==> src/rtl/reel_pkg.sv <==
// Shared definitions for the reel spin controller: symbol sizing and FSM state type.
package reel_pkg;

  localparam int SYM_W   = 4;
  localparam int NUM_SYM = 13;

  typedef enum logic [1:0] {
    ST_IDLE,
    ST_SPIN,
    ST_DECEL,
    ST_SETTLE
  } reel_state_t;

endpackage

==> src/rtl/frame_tick_gen.sv <==
// One-cycle frame tick at the start of each video frame, aligned with the
// downstream sprite generator (fires when x steps from 0 to 1 on line 0).
module frame_tick_gen (
  input  logic        clk,
  input  logic [10:0] x,
  input  logic [10:0] y,
  output logic        tick
);

  logic [10:0] x_d1;

  always_ff @(posedge clk) begin
    x_d1 <= x;
  end

  assign tick = (x_d1 == 11'd0) && (x == 11'd1) && (y == 11'd0);

endmodule

==> src/rtl/reel_spin_ctrl.sv <==
// Reel spin sequencer: full-speed spin, progressive deceleration onto a
// seed-chosen target symbol, settle hold, then a done pulse with the result.
module reel_spin_ctrl #(
  parameter int NUM_SYM       = reel_pkg::NUM_SYM,
  parameter int SPIN_FRAMES   = 90,
  parameter int FAST_DIV      = 2,
  parameter int MAX_DIV       = 8,
  parameter int SETTLE_FRAMES = 30
) (
  input  logic        clk,
  input  logic        reset_n,
  input  logic [10:0] x,
  input  logic [10:0] y,
  input  logic        start,
  input  logic        stop_req,
  output logic [4:0]  ctrl,
  output logic        busy,
  output logic        done,
  output logic [3:0]  result
);

  import reel_pkg::*;

  // All frame-count parameters must fit the 8-bit counters (<= 255).
  localparam logic [7:0]       SPIN_F   = 8'(SPIN_FRAMES);
  localparam logic [7:0]       FAST_D   = 8'(FAST_DIV);
  localparam logic [7:0]       MAX_D    = 8'(MAX_DIV);
  localparam logic [7:0]       SETTLE_F = 8'(SETTLE_FRAMES);
  localparam logic [SYM_W-1:0] LAST_SYM = SYM_W'(NUM_SYM - 1);

  function automatic logic [SYM_W-1:0] sym_inc(input logic [SYM_W-1:0] s);
    return (s >= LAST_SYM) ? '0 : s + 1'b1;
  endfunction

  function automatic logic [7:0] sat_inc(input logic [7:0] v);
    return (v == 8'hFF) ? v : v + 8'd1;
  endfunction

  logic                tick;
  reel_state_t         state, state_nx;
  logic [SYM_W-1:0]    sym_id, sym_nx;
  logic [SYM_W-1:0]    target, target_nx;
  logic [SYM_W-1:0]    seed, seed_nx;
  logic [SYM_W-1:0]    result_nx;
  logic [7:0]          period, period_nx;
  logic [7:0]          div_cnt, div_nx;
  logic [7:0]          frame_cnt, frame_nx;
  logic                done_nx;
  logic                busy_nx;

  frame_tick_gen u_tick (
    .clk  (clk),
    .x    (x),
    .y    (y),
    .tick (tick)
  );

  always_comb begin
    state_nx  = state;
    sym_nx    = sym_id;
    target_nx = target;
    period_nx = period;
    div_nx    = div_cnt;
    frame_nx  = frame_cnt;
    result_nx = result;
    done_nx   = 1'b0;
    seed_nx   = (seed >= LAST_SYM) ? '0 : seed + 1'b1;

    unique case (state)
      ST_IDLE: begin
        if (start) begin
          state_nx  = ST_SPIN;
          target_nx = seed;
          frame_nx  = '0;
          div_nx    = '0;
          period_nx = FAST_D;
        end
      end

      ST_SPIN: begin
        if (tick) begin
          frame_nx = sat_inc(frame_cnt);
          if (sat_inc(div_cnt) >= FAST_D) begin
            sym_nx = sym_inc(sym_id);
            div_nx = '0;
          end else begin
            div_nx = sat_inc(div_cnt);
          end
        end
        // The expiring tick still belongs to SPIN; DECEL starts with clean counters.
        if (stop_req || (tick && (sat_inc(frame_cnt) >= SPIN_F))) begin
          state_nx = ST_DECEL;
          frame_nx = '0;
          div_nx   = '0;
        end
      end

      ST_DECEL: begin
        if (tick) begin
          frame_nx = sat_inc(frame_cnt);
          if (sat_inc(div_cnt) >= period) begin
            sym_nx    = sym_inc(sym_id);
            div_nx    = '0;
            period_nx = (period >= MAX_D) ? MAX_D : period + 8'd1;
            if ((period == MAX_D) && (sym_inc(sym_id) == target)) begin
              state_nx = ST_SETTLE;
              frame_nx = '0;
            end
          end else begin
            div_nx = sat_inc(div_cnt);
          end
        end
      end

      ST_SETTLE: begin
        if (tick) begin
          if (sat_inc(frame_cnt) >= SETTLE_F) begin
            state_nx  = ST_IDLE;
            frame_nx  = '0;
            done_nx   = 1'b1;
            result_nx = sym_id;
          end else begin
            frame_nx = sat_inc(frame_cnt);
          end
        end
      end

      default: state_nx = ST_IDLE;
    endcase

    // busy stays up through the done cycle so the pulse is always framed by it.
    busy_nx = (state_nx != ST_IDLE) || done_nx;
  end

  always_ff @(posedge clk) begin
    if (!reset_n) begin
      state     <= ST_IDLE;
      sym_id    <= '0;
      target    <= '0;
      seed      <= '0;
      period    <= FAST_D;
      div_cnt   <= '0;
      frame_cnt <= '0;
      done      <= 1'b0;
      busy      <= 1'b0;
      result    <= '0;
    end else begin
      state     <= state_nx;
      sym_id    <= sym_nx;
      target    <= target_nx;
      seed      <= seed_nx;
      period    <= period_nx;
      div_cnt   <= div_nx;
      frame_cnt <= frame_nx;
      done      <= done_nx;
      busy      <= busy_nx;
      result    <= result_nx;
    end
  end

  assign ctrl = {1'b0, sym_id};

endmodule

==> config.mk <==
export PLATFORM = sky130hd
export DESIGN_NAME = reel_spin_ctrl
export DESIGN_NICKNAME = d
export VERILOG_FILES = /design/src/rtl/reel_pkg.sv /design/src/rtl/frame_tick_gen.sv /design/src/rtl/reel_spin_ctrl.sv
export SDC_FILE = /design/constraint.sdc
export NUM_CORES = 1
export LEC_CHECK = 0
export CORE_MARGIN = 2
export CORE_UTILIZATION = 30
export CTS_BUF_LIST = sky130_fd_sc_hd__clkbuf_2 sky130_fd_sc_hd__clkbuf_4 sky130_fd_sc_hd__clkbuf_8
export CTS_CLUSTER_SIZE = 14
export DETAILED_ROUTE_END_ITERATION = 10
export PLACE_DENSITY = 0.5
export SYNTH_ARGS = -nofsm -noshare
export SYNTH_HDL_FRONTEND = slang
export SYNTH_SLANG_ARGS = --single-unit
==> constraint.sdc <==
create_clock -name clk -period 9.7 [get_ports clk]
set_clock_uncertainty 0.1 [all_clocks]
set_input_delay 2.425 -clock clk [delete_from_list [all_inputs] [get_ports clk]]
set_output_delay 2.425 -clock clk [all_outputs]
set_load 0.01 [all_outputs]
### Word-level counts from Yosys, hierarchy flattened

Index checks and enable logic that the tools add are counted.

| cells by class | value |
|---|---|
| equal/unequal tests | 15 |
| muxes and demuxes | 39 |
| add/sub/neg operators | 5 |
| bitwise logic cells | 1 |
| reductions and logical operators | 20 |
| $lt $le $gt $ge | 7 |

Operator list:

| operator | number |
|---|---|
| 8-bit two-way mux | 19 |
| 8-bit one-hot mux with 4 select lines | 1 |
| 8-bit by 1-bit adder with 8-bit output (second input constant) | 3 |
| 8-bit one-hot mux with 3 select lines | 1 |
| 11-bit logical NOT | 2 |
| 4-bit two-way mux | 5 |
| 8-bit == test (second input constant) | 2 |
| 8-bit one-hot mux with 2 select lines | 1 |
| 2-bit two-way mux | 7 |
| 2-bit != test (second input constant) | 6 |
| 4-bit AND reduction | 3 |
| 11-bit by 1-bit == test with 1-bit output (second input constant) | 1 |
| 4-bit by 1-bit adder with 4-bit output (second input constant) | 2 |
| 8-bit by 4-bit == test with 1-bit output (second input constant) | 1 |
| 4-bit >= comparator (second input constant) | 2 |
| 8-bit by 2-bit >= comparator with 1-bit output (second input constant) | 1 |
| 8-bit by 4-bit >= comparator with 1-bit output (second input constant) | 1 |
| 8-bit by 5-bit >= comparator with 1-bit output (second input constant) | 1 |
| 8-bit by 7-bit >= comparator with 1-bit output (second input constant) | 1 |
| 8-bit >= comparator | 1 |
| 2-bit one-hot mux with 4 select lines | 1 |
| 4-bit one-hot mux with 2 select lines | 1 |
| 2-bit nonzero test | 3 |
| 5-bit AND reduction | 1 |
| other kinds (13) | 20 |

| word-level totals | value |
|---|---|
| bits of input ports | 26 |
| logic and storage cells | 98 |
| register bits | 55 |

### Logic depth before layout (Yosys ltp)

Gate-level depths: netlist (run 1).

| depth | value |
|---|---|
| depth after elaboration | 10 |
| mapped depth | 15 |
| mapped depth without buffers | 14 |

### Hierarchy

Synthesis (run 1) repeated with hierarchy kept, for this count alone.

| unflattened totals | value |
|---|---|
| cell total of the unflattened synthesis | 391 |
| area total of the unflattened synthesis | 3,206.8 um2 |

By module, submodules not included:

| module | instances | sequential area each (um2) | cells each | area an instance (um2) |
|---|---|---|---|---|
| reel_spin_ctrl | 1 | 880.8 | 368 | 2,882.8 |
| frame_tick_gen | 1 | 220.2 | 23 | 324.1 |

### Worst setup path before layout (run 1)

Ideal clock, no wire load.

| timing path | value |
|---|---|
| path kind | input to register |
| start point | in x[7] |
| end point | reg period[7] |
| buffers on the path | 1 |
| data arrival time | 4.332 ns |
| stages on the path | 8 |
| data required time | 9.530 ns |
| setup slack | 5.197 ns |
| cells stage by stage | or3_1 > nand3b_1 > nor3_2 > a31oi_1 > or2_1 > clkbuf_1 > or4_1 > a21oi_1 |

| between the ends | value |
|---|---|
| cells in the longest elaborated chain, start to end | 5 |

Ends and longest elaborated chain:

| element | RTL line | text |
|---|---|---|
| start, declared | reel_spin_ctrl.sv:12 | `input logic [10:0] x,` |
| 11-bit by 1-bit == test with 1-bit output | frame_tick_gen.sv:16 | `assign tick = (x_d1 == 11'd0) && (x == 11'd1) && (y == 11'd0);` |
| 1-bit logical AND (2 in series) | frame_tick_gen.sv:16 |  |
| 2-bit != test (no source line) | - |  |
| 4-bit AND reduction (no source line) | - |  |
| end signal, assigned | reel_spin_ctrl.sv:152 | `period <= period_nx;` |
| end, declared | reel_spin_ctrl.sv:45 | `logic [7:0] period, period_nx;` |

No other way between the ends.
A chain may end at the register's enable or synchronous reset.

### Final worst setup path (run 1)

| timing path | value |
|---|---|
| start point | in x[4] |
| end point | reg div_cnt[7] |

| between the ends | value |
|---|---|
| cells in the longest elaborated chain, start to end | 7 |

Ends and longest elaborated chain:

| element | RTL line | text |
|---|---|---|
| 11-bit by 1-bit == test with 1-bit output (*) | frame_tick_gen.sv:16 |  |
| 1-bit logical AND (*) (2 in series) | frame_tick_gen.sv:16 |  |
| 1-bit logical AND | reel_spin_ctrl.sv:91 | `if (stop_req \|\| (tick && (sat_inc(frame_cnt) >= SPIN_F))) begin` |
| 1-bit logical OR | reel_spin_ctrl.sv:91 |  |
| 3-bit != test (no source line) or 8-bit two-way mux (tied branches) | - |  |
| 4-bit AND reduction (no source line) or 8-bit one-hot mux with 3 select lines (tied branches) | - |  |
| end signal, assigned | reel_spin_ctrl.sv:153 | `div_cnt <= div_nx;` |
| end, declared | reel_spin_ctrl.sv:46 | `logic [7:0] div_cnt, div_nx;` |

Mark *: on every way between the ends. The rest lies on a longest branch, timed or not.

==> results of run 1 <==
==> state kept, by name (all words and copies together) (netlist names), 2 cells and up <==
name	cells
sym_id	4
result	4
period	8
u_tick.x_d1	11
target	4
div_cnt	8
seed	4
state	2
frame_cnt	8
==> placed cells by master (no fill, tap or decap), types with 3 or more instances in the layout <==
cell type and count:
mux2i_1 7, nand2b_1 9, o21ai_1 5, clkbuf_8 6
nand2_1 29, or4_1 3, xnor2_1 5, ha_1 19
a211o_1 3, o21ai_0 9, a31oi_1 8, a22oi_1 5
a21oi_1 28, mux2_2 3, a211oi_1 5, dfxtp_1 55
o22ai_1 4, nor3_1 15, nand3b_1 6, a2111oi_0 3
nor2b_1 6, inv_1 19, clkdlybuf4s50_1 35, nand4_1 8
o21a_1 6, nor2_1 31, and2_1 3, a21o_1 4
nor4_1 8, or3_1 3, nand3_1 16
==> worst reg2reg max path, cell delays in order (launching register included) <==
cell	delay (ps)
dfxtp_1	480
ha_1	320
and4_1	280
nand4_1	360
a21oi_1	380
ha_1	300
a21o_1	160
a211oi_1	210
o21ai_1	120
a21o_1	230
nor4_1	700
a22oi_1	160
nor2_1	130
==> through the flow <==
stage	utilization, %	hold slack, ps
floorplan	-	329.8
CTS	36.09	387.9
global route	36.09	406.0
finish	36.09	375.4
global placement	35.12	352.9
detailed placement	35.12	361.6
==> cells by family after synthesis <==
group | Yosys count | synth area share [%]
and+or+nand+nor | 152 | 25.97
AOI/OAI and AO/OA | 99 | 21.56
DFF | 55 | 35.00
buffers and inverters | 37 | 4.813
adders and majority gates | 19 | 7.558
muxes | 10 | 3.302
xor gates and xnor gates | 6 | 1.671
other | 1 | 0.1192
==> area by class of cell <==
class                   instances  area, sq um
clock buffers                   6        82.58
clock inverters                 2        16.27
fillers                      1082         6539
inverters                      19        71.32
multi-input cells             287         1893
flip-flops and latches         55         1101
well taps                     136        170.2
repair buffers                 36        357.8
==> per-layer routing <==
metal,wire [um],up-vias
li1,-,1448
met2,3444,38
met3,193,4
met5,0,-
met1,3678,1303
met4,42,0
==> worst max path at each step <==
stage | slack [ps] | cells past startpoint | start | end
global route | 4310 | 8 | x[4] | div_cnt[7]$_SDFFE_PN0P_
finish | 4640 | 8 | x[4] | div_cnt[7]$_SDFFE_PN0P_
floorplan | 5200 | 8 | x[7] | period[7]$_SDFFE_PN0P_
detailed placement | 4410 | 8 | x[4] | div_cnt[5]$_SDFFE_PN0P_
CTS | 4740 | 8 | x[4] | div_cnt[5]$_SDFFE_PN0P_
global placement | 4430 | 9 | x[4] | busy$_SDFF_PN0_
==> power groups by stage <==
| stage | Sequential [mW] | Combinational (mW) | Clock [mW] |
|---|---|---|---|
| floorplan | 0.265 | 0.178 | 0 |
| global placement | 0.269 | 0.242 | 0 |
| detailed placement | 0.269 | 0.242 | 0 |
| CTS | 0.264 | 0.244 | 0.142 |
| global route | 0.267 | 0.276 | 0.150 |
| finish | 0.264 | 0.244 | 0.134 |
==> flow_metrics.py, run 1 <==
metrics = {
    "power": {
        "p_seq_share_pct": 41.2,
        "peakVddDrop_v": 0.00007740,
        "power.internal_mw": 0.3979,
        "powerDensity_nw_per_um2": 173.6,
        "combPwrFrac_pct": 38.0,
        "p_leak_nw": 1.324,
        "total_power_mw": 0.6411,
        "switching_share_pct": 37.93,
        "p_switching_mw": 0.2431,
        "clkPwrFrac_pct": 20.8,
    },
    "timing": {
        "hold_viol_final": 0,
        "tightest_slew_ps": 825.2,
        "slew_violations": 0,
        "rsz0062_at_grt": "false",
        "post-route-min-period_ps": 5057,
        "fin_tns_setup_ps": 0,
        "period_share_pct": 52.13,
        "setup_violations": 0,
        "slew_headroom_pct": 43.56,
        "fin_ws_ps": 4643,
        "timing.fmax_mhz": 197.8,
    },
    "grt": {
        "grt_most_used_layer": "met2",
        "antenna_found_initial": 0,
        "track_usage_pct": 13.36,
        "use_met2_pct": 22.66,
        "gr-total-overflow": 0,
        "grt_pass1_vias": 2715,
        "grt_pass1_wl_mm": 12.54,
        "grtUsageMet1_pct": 17.85,
        "use_met3_pct": 2.146,
        "grt_start_max_net_pins": 25,
    },
    "route": {
        "drc_errors": 0,
        "vias_per_cell": 5.163,
        "dr.pass1.iters": 4,
        "drt_iter0_markers": 106,
        "wire_per_inst_um": 13.60,
        "drt-total-wl_mm": 7.358,
        "num_vias": 2793,
        "antenna_left": 0,
    },
    "setup_path": {
        "max_stage_delay_ps": 720,
        "cp.required_ps": 9840,
        "crit_family": "simple AND/OR/NAND/NOR gates",
        "worst-r2r-cell-count": 12,
        "cp_slowest_cell": "nor4_1",
        "cp_common_cell": "nor4_1",
        "crit_path_end_kind": "flop",
        "rrSetupSlack_ps": 5720,
        "cp-start-kind": "primary input",
        "path_class": "in2reg",
        "r2r-start": "div_cnt[0]$_SDFFE_PN0P_",
        "rr_endpoint": "div_cnt[7]$_SDFFE_PN0P_",
        "critical_path_buf_inv_count": 1,
        "crit_fanout": 12,
        "cp.arrival_ps": 5190,
        "crit_chain": "clkdlybuf4s50_1, nor4_1, nand3b_1, nor3_4, o21ai_1, nor4_1, a22oi_1, nor2_1",
    },
    "cts": {
        "clock_latency_ps": 300,
        "cts_inserted_buffers": 5,
        "tritoncts": "done",
        "cts_sinks": 55,
        "cts-hold-fix-buffers": 0,
        "post_cts_buffers": 0,
        "clock-root-buffer": "clkbuf_8",
        "ctsLongestPathBuffers": 2,
        "clk_pin_slew_worst_paths_ps": 100,
        "htree_levels": 2,
        "postCtsResizedCells": 0,
    },
    "min_path": {
        "hold_path_class": "reg2reg",
        "hold_depth": 1,
        "hold_start": "seed[0]$_SDFF_PP0_",
        "min_to": "seed[0]$_SDFF_PP0_",
    },
    "die": {
        "die_h_um": 106.4,
        "start_util_pct": 30.74,
        "ios": 37,
        "dieArea_sq_um": 11320,
        "die_w_um": 106.4,
        "row_count": 37,
        "core-area_sq_um": 10230,
    },
    "place": {
        "dp_hpwl_mm": 5.561,
        "place_inst": 533,
        "place.gp.congestion": 0.8084,
        "post_dp_cell_area_sq_um": 3593,
        "io_buffers": 35,
        "dp_slack_ps": 4413,
    },
    "synthesis": {
        "synth_commonest_cells": "dfxtp_1 (55), nor2_1 (31), nand2_1 (29), a21oi_1 (28)",
        "post-synth-top-count-cell": "dfxtp_1",
        "avgSynthCellArea_sq_um": 8.300,
        "yosys.cell_types.count": 59,
        "synth_area_leaders": "dfxtp_1 (35%), ha_1 (7.6%), a21oi_1 (4.5%)",
        "syn-cell-area_sq_um": 3146,
        "yosysTopAreaCellShare_pct": 35.00,
        "async_flop_share_pct": 0,
        "synth_top_cell_by_area": "dfxtp_1",
        "synth_ff_type": "dfxtp_1",
        "syn_inst": 379,
        "syn-num-nets": 424,
        "ys_ff_latch": 55,
        "yosys_warnings": 0,
        "synth_edf_count": 0,
        "ys_seq_area_share_pct": 35.00,
    },
    "outcome": {
        "status": "finished, final reports clean",
    },
    "final_layout": {
        "syn2layout_area_growth_pct": 17.38,
        "insertedDiodeCount": 0,
        "drive_above_1_share_pct": 5.185,
        "fin_nets": 449,
        "final_area_sq_um": 3692,
        "final_cells": 541,
    },
    "run": {
        "cap_violations": 0,
    },
}
Note: power is estimated with default switching activity, not from simulation.
==> inputs of run 2 (changes only) <==
--- a/config.mk
+++ b/config.mk
@@ -10,7 +10,7 @@
 export CTS_BUF_LIST = sky130_fd_sc_hd__clkbuf_2 sky130_fd_sc_hd__clkbuf_4 sky130_fd_sc_hd__clkbuf_8
 export CTS_CLUSTER_SIZE = 14
 export DETAILED_ROUTE_END_ITERATION = 10
-export PLACE_DENSITY = 0.5
+export PLACE_DENSITY = 0.52
 export SYNTH_ARGS = -nofsm -noshare
 export SYNTH_HDL_FRONTEND = slang
 export SYNTH_SLANG_ARGS = --single-unit
==> constraint.sdc (replaced) <==
create_clock -name clk -period 4.6 [get_ports clk]
set_clock_uncertainty 0.1 [all_clocks]
set_input_delay 1.15 -clock clk [delete_from_list [all_inputs] [get_ports clk]]
set_output_delay 1.15 -clock clk [all_outputs]
set_load 0.01 [all_outputs]
==> run 2 against run 1 <==
Effect of this change:
- critical path depth is 5 higher
- clock power is 140% higher
- flip-flop and latch count stayed put
- routed wire length is 1.5% higher
- non-clock buffer count is 2 higher
- first-iteration DRC count is 5.7% lower
- global-route usage is 0.12 points lower
- via count hardly changed
- sequential power is 110% higher
- register-to-register slack worse by 5000 ps
- largest power group unchanged
==> flow_metrics.py, run 2 (synthesis results as in run 1) <==
metrics = {
    "cts": {
        "htree_levels": 2,
        "post_cts_buffers": 0,
        "clock_latency_ps": 310,
        "postCtsResizedCells": 0,
        "clock-root-buffer": "clkbuf_8",
        "cts_sinks": 55,
        "cts_inserted_buffers": 5,
        "tritoncts": "done",
        "cts-hold-fix-buffers": 0,
        "ctsLongestPathBuffers": 2,
        "clk_pin_slew_worst_paths_ps": 100,
    },
    "place": {
        "place.gp.congestion": 0.8370,
        "dp_hpwl_mm": 5.608,
        "post_dp_cell_area_sq_um": 3608,
        "io_buffers": 35,
    },
    "final_layout": {
        "insertedDiodeCount": 0,
        "fin_nets": 451,
        "fill_cells": 1059,
        "final_common_cell": "dfxtp_1",
        "final_area_sq_um": 3715,
        "syn2layout_area_growth_pct": 18.10,
        "drive_above_1_share_pct": 5.419,
        "largest_reg_flops": 11,
        "top_register": "u_tick.x_d1",
        "most-common-layout-cells": "dfxtp_1 (55), clkdlybuf4s50_1 (35), nor2_1 (31)",
    },
    "route": {
        "drt_iter0_markers": 100,
        "dr.pass1.iters": 6,
        "drc_errors": 0,
        "num_vias": 2794,
        "vias_per_cell": 5.155,
        "drt-total-wl_mm": 7.466,
        "wire_per_inst_um": 13.77,
        "antenna_left": 0,
    },
    "grt": {
        "track_usage_pct": 13.24,
        "antenna_found_initial": 0,
        "grt_start_max_net_pins": 21,
        "grt_pass1_wl_mm": 12.34,
        "grt_pass1_vias": 2599,
        "gr-total-overflow": 0,
    },
    "timing": {
        "slew_headroom_pct": 41.64,
        "setup_violations": 0,
        "timing.fmax_mhz": 259.6,
        "slew_violations": 0,
        "tightest_slew_ps": 869.6,
        "whs_ps": 375.8,
        "fin_tns_setup_ps": 0,
        "post-route-min-period_ps": 3851,
        "period_share_pct": 83.73,
        "hold_viol_final": 0,
        "rsz0062_at_grt": "false",
    },
    "setup_path": {
        "cp_common_cell": "a21oi_1",
        "cp_slowest_cell": "dfxtp_1",
        "cp-start-kind": "flop",
        "max_stage_delay_ps": 460,
        "cp.required_ps": 4740,
        "crit_fanout": 9,
        "crit_chain": "ha_1, and4_1, nand4_1, a21oi_1, ha_1, a21o_1, a211oi_1, o21ai_1, a21oi_1, o21ai_1, a21oi_1, o21ai_0, a21oi_1",
        "crit_path_end_kind": "flop",
        "cp.arrival_ps": 3990,
        "path_class": "reg2reg",
    },
    "run": {
        "cap_violations": 0,
    },
    "die": {
        "die_w_um": 106.4,
        "row_count": 37,
        "core-area_sq_um": 10230,
        "ios": 37,
        "dieArea_sq_um": 11320,
        "start_util_pct": 30.74,
        "die_h_um": 106.4,
    },
    "power": {
        "powerDensity_nw_per_um2": 374.5,
        "peakVddDrop_v": 0.0002133,
        "p_leak_nw": 1.338,
    },
    "outcome": {
        "status": "finished, final reports clean",
    },
    "min_path": {
        "hold_path_class": "reg2reg",
    },
}
-- run 2: cell types whose count changed in the layout (fill, tap and decap cells not counted), sizes merged --
cell    delta
buf        +2
clkinv     -1
bufinv     +1
clkbuf     -1
-- run 2: power by group --
group | total (mW) | internal [mW] | switching, mW
registers | 0.554 | 0.514 | 0.0406
clock network | 0.323 | 0.160 | 0.164
logic | 0.514 | 0.204 | 0.310
total | 1.39 | 0.877 | 0.514
-- run 2: path summary, 6_finish.rpt --
path | from | endpoint | slack, ps | cells past startpoint
setup / recovery | div_cnt[0]$_SDFFE_PN0P_ | frame_cnt[5]$_SDFFE_PN0P_ | 750 | 13
hold / removal | seed[0]$_SDFF_PP0_ | seed[0]$_SDFF_PP0_ | 380 | 1
setup reg to reg | div_cnt[0]$_SDFFE_PN0P_ | frame_cnt[5]$_SDFFE_PN0P_ | 750 | 13
hold reg to reg | seed[0]$_SDFF_PP0_ | seed[0]$_SDFF_PP0_ | 380 | 1
-- run 2: stage by stage --
stage	power (mW)	util (%)	instances	worst slack (ps)
2_1_floorplan	0.9356	-	379	1134
5_1_grt	1.494	36.31	542	478.9
6_report	1.391	36.31	542	748.6
3_5_place_dp	1.075	35.27	535	562.3
4_1_cts	1.404	36.31	542	787.6
3_3_place_gp	1.071	35.27	535	594.7
-- run 2: metal layers --
metal  GRT usage (%)  wire [um]  vias to the layer above
met5               0          0                        -
met3           2.269        291                        8
met4           2.914         51                        0
li1                -          -                     1441
met2           22.21       3524                       60
met1           17.75       3599                     1285
-- run 2: layout make-up --
type,count,area (sq um),area share (%)
Multi-Input combinational cell,287,1893,50.96
Sequential cell,55,1101,29.64
Timing Repair Buffer,38,372.9,10.04
Tap cell,136,170.2,4.581
Inverter,19,71.32,1.920
Clock buffer,5,68.82,1.852
Clock inverter,2,37.54,1.010
-- run 2: critical path: cells and delay by family, from the launching register on --
| family | cells | cell delay, ps |
|---|---|---|
| AO/OA/AOI/OAI | 9 | 2010 |
| adder cells (fa/ha/maj) | 2 | 590 |
| flip-flops | 1 | 460 |
| AND/OR/NAND/NOR | 2 | 630 |
==> inputs of run 3 (changes only) <==
==> constraint.sdc (replaced) <==
create_clock -name clk -period 3.4 [get_ports clk]
set_clock_uncertainty 0.1 [all_clocks]
set_input_delay 0.85 -clock clk [delete_from_list [all_inputs] [get_ports clk]]
set_output_delay 0.85 -clock clk [all_outputs]
set_load 0.01 [all_outputs]
==> run 3 against run 2 <==
Effect of this change:
- first-iteration DRC count down 29%
- sequential power up 36%
- cell count up 4.6%
- combinational power up 65%
- flip-flop and latch count unchanged
- die area unchanged
- routed wire length up 5.8%
==> flow_metrics.py, run 3 (synthesis results as in run 1) <==
metrics = {
    "final_layout": {
        "fin_nets": 476,
        "final_area_sq_um": 3959,
        "final_common_cell": "dfxtp_1",
        "drive_above_1_share_pct": 13.46,
        "most-common-layout-cells": "dfxtp_1 (53), clkdlybuf4s50_1 (35), nor2_1 (31)",
        "insertedDiodeCount": 0,
        "largest_reg_flops": 11,
        "top_register": "u_tick.x_d1",
        "syn2layout_area_growth_pct": 25.86,
    },
    "die": {
        "row_count": 37,
        "core-area_sq_um": 10230,
        "start_util_pct": 30.74,
        "die_w_um": 106.4,
        "die_h_um": 106.4,
        "dieArea_sq_um": 11320,
        "ios": 37,
    },
    "cts": {
        "clock_latency_ps": 310,
        "cts-hold-fix-buffers": 0,
        "cts_inserted_buffers": 5,
        "ctsLongestPathBuffers": 2,
        "htree_levels": 2,
        "tritoncts": "done",
        "clk_pin_slew_worst_paths_ps": 100,
        "clock-root-buffer": "clkbuf_8",
        "cts_sinks": 55,
    },
    "outcome": {
        "status": "finished, final reports clean",
    },
    "setup_path": {
        "crit_path_end_kind": "flop",
        "cp_common_cell": "buf_4",
        "path_class": "reg2reg",
        "cp.arrival_ps": 3380,
        "max_stage_delay_ps": 370,
        "cp_slowest_cell": "dfxtp_2",
        "crit_chain": "ha_4, and4_4, nand4_1, buf_6, mux2_4, ha_1, a211oi_1, o21ai_2, a21o_1, a31oi_2, or2_4, buf_4, buf_4, nor2_1, o221a_2",
        "cp.required_ps": 3510,
        "crit_family": "compound AO/OA/AOI/OAI gates",
        "crit_fanout": 8,
        "critical_path_buf_inv_count": 3,
        "cp-start-kind": "flop",
    },
    "route": {
        "drt-total-wl_mm": 7.898,
        "dr.pass1.iters": 4,
        "drt_iter0_markers": 71,
        "drc_errors": 0,
        "num_vias": 2968,
        "antenna_left": 0,
        "vias_per_cell": 5.235,
        "wire_per_inst_um": 13.93,
    },
    "grt": {
        "antenna_found_initial": 0,
        "gr-total-overflow": 0,
        "track_usage_pct": 14.20,
        "grt_pass1_wl_mm": 13.20,
        "grt_pass1_vias": 2855,
        "grt_start_max_net_pins": 22,
    },
    "timing": {
        "slew_headroom_pct": 47.67,
        "hold_viol_final": 0,
        "post-route-min-period_ps": 3268,
        "period_share_pct": 96.13,
        "timing.fmax_mhz": 306.0,
        "setup_violations": 0,
        "fin_tns_setup_ps": 0,
        "tightest_slew_ps": 765.2,
        "slew_violations": 0,
    },
    "power": {
        "total_power_mw": 2.036,
        "peakVddDrop_v": 0.0001961,
        "powerDensity_nw_per_um2": 514.4,
        "p_leak_nw": 1.473,
    },
    "run": {
        "cap_violations": 0,
    },
    "min_path": {
        "hold_path_class": "reg2reg",
    },
    "place": {
        "io_buffers": 35,
        "post_dp_cell_area_sq_um": 3799,
        "dp_hpwl_mm": 5.843,
        "place.gp.congestion": 0.8651,
    },
}
-- run 3: cell types whose count changed in the layout (fill, tap and decap cells not counted), sizes merged --
cell  delta
buf     +25
-- run 3: worst paths after layout --
path | slack, ps | to | startpoint | cells after the start
worst max-delay path | 130 | period[3]$_SDFFE_PN0P_ | div_cnt[0]$_SDFFE_PN0P_ | 15
worst min-delay path | 370 | seed[0]$_SDFF_PP0_ | seed[0]$_SDFF_PP0_ | 1
worst max register to register | 130 | period[3]$_SDFFE_PN0P_ | div_cnt[0]$_SDFFE_PN0P_ | 15
worst min register to register | 370 | seed[0]$_SDFF_PP0_ | seed[0]$_SDFF_PP0_ | 1
-- run 3: routing by layer --
metal,vias to the layer above,global-route usage (%),share of wire (%)
met4,0,3.853,1.1
met2,68,23.76,46
met5,-,0,0
met3,12,2.391,4.1
met1,1394,18.82,48
li1,1494,-,-
-- run 3: worst reg2reg max path: stages (launching register included) --
cell and delay, ps:
dfxtp_2 370, ha_4 140, and4_4 230, nand4_1 120, buf_6 180, mux2_4 310
ha_1 280, a211oi_1 250, o21ai_2 120, a21o_1 220, a31oi_2 200, or2_4 160
buf_4 120, buf_4 120, nor2_1 40, o221a_2 230
-- run 3: power by group --
| part | switching [mW] | internal (mW) |
|---|---|---|
| logic | 0.462 | 0.388 |
| registers | 0.0581 | 0.695 |
| clock network | 0.218 | 0.216 |
| total | 0.738 | 1.30 |
-- run 3: layout make-up --
type,instances,area (sq um)
fillers,1055,6272
multi-input cells,287,1943
flip-flops and latches,55,1104
repair buffers,63,564.3
well taps,136,170.2
inverters,19,71.32
clock buffers,5,68.82
clock inverters,2,37.54
-- run 3: repair_timing --
action                     4_1_cts  5_1_grt
gates resized for setup          0       10
setup buffers                    0        2
setup endpoints to repair        0       12
-- run 3: per-stage QoR --
step	worst slack, ps	std cells	util [%]	hold slack, ps
5_1_grt	-14.28	567	38.69	387.9
2_1_floorplan	8.002	379	-	329.8
4_1_cts	110.0	565	38.17	377.0
3_3_place_gp	-46.63	558	37.13	353.6
6_report	131.6	567	38.69	374.8
3_5_place_dp	-104.8	558	37.13	353.0
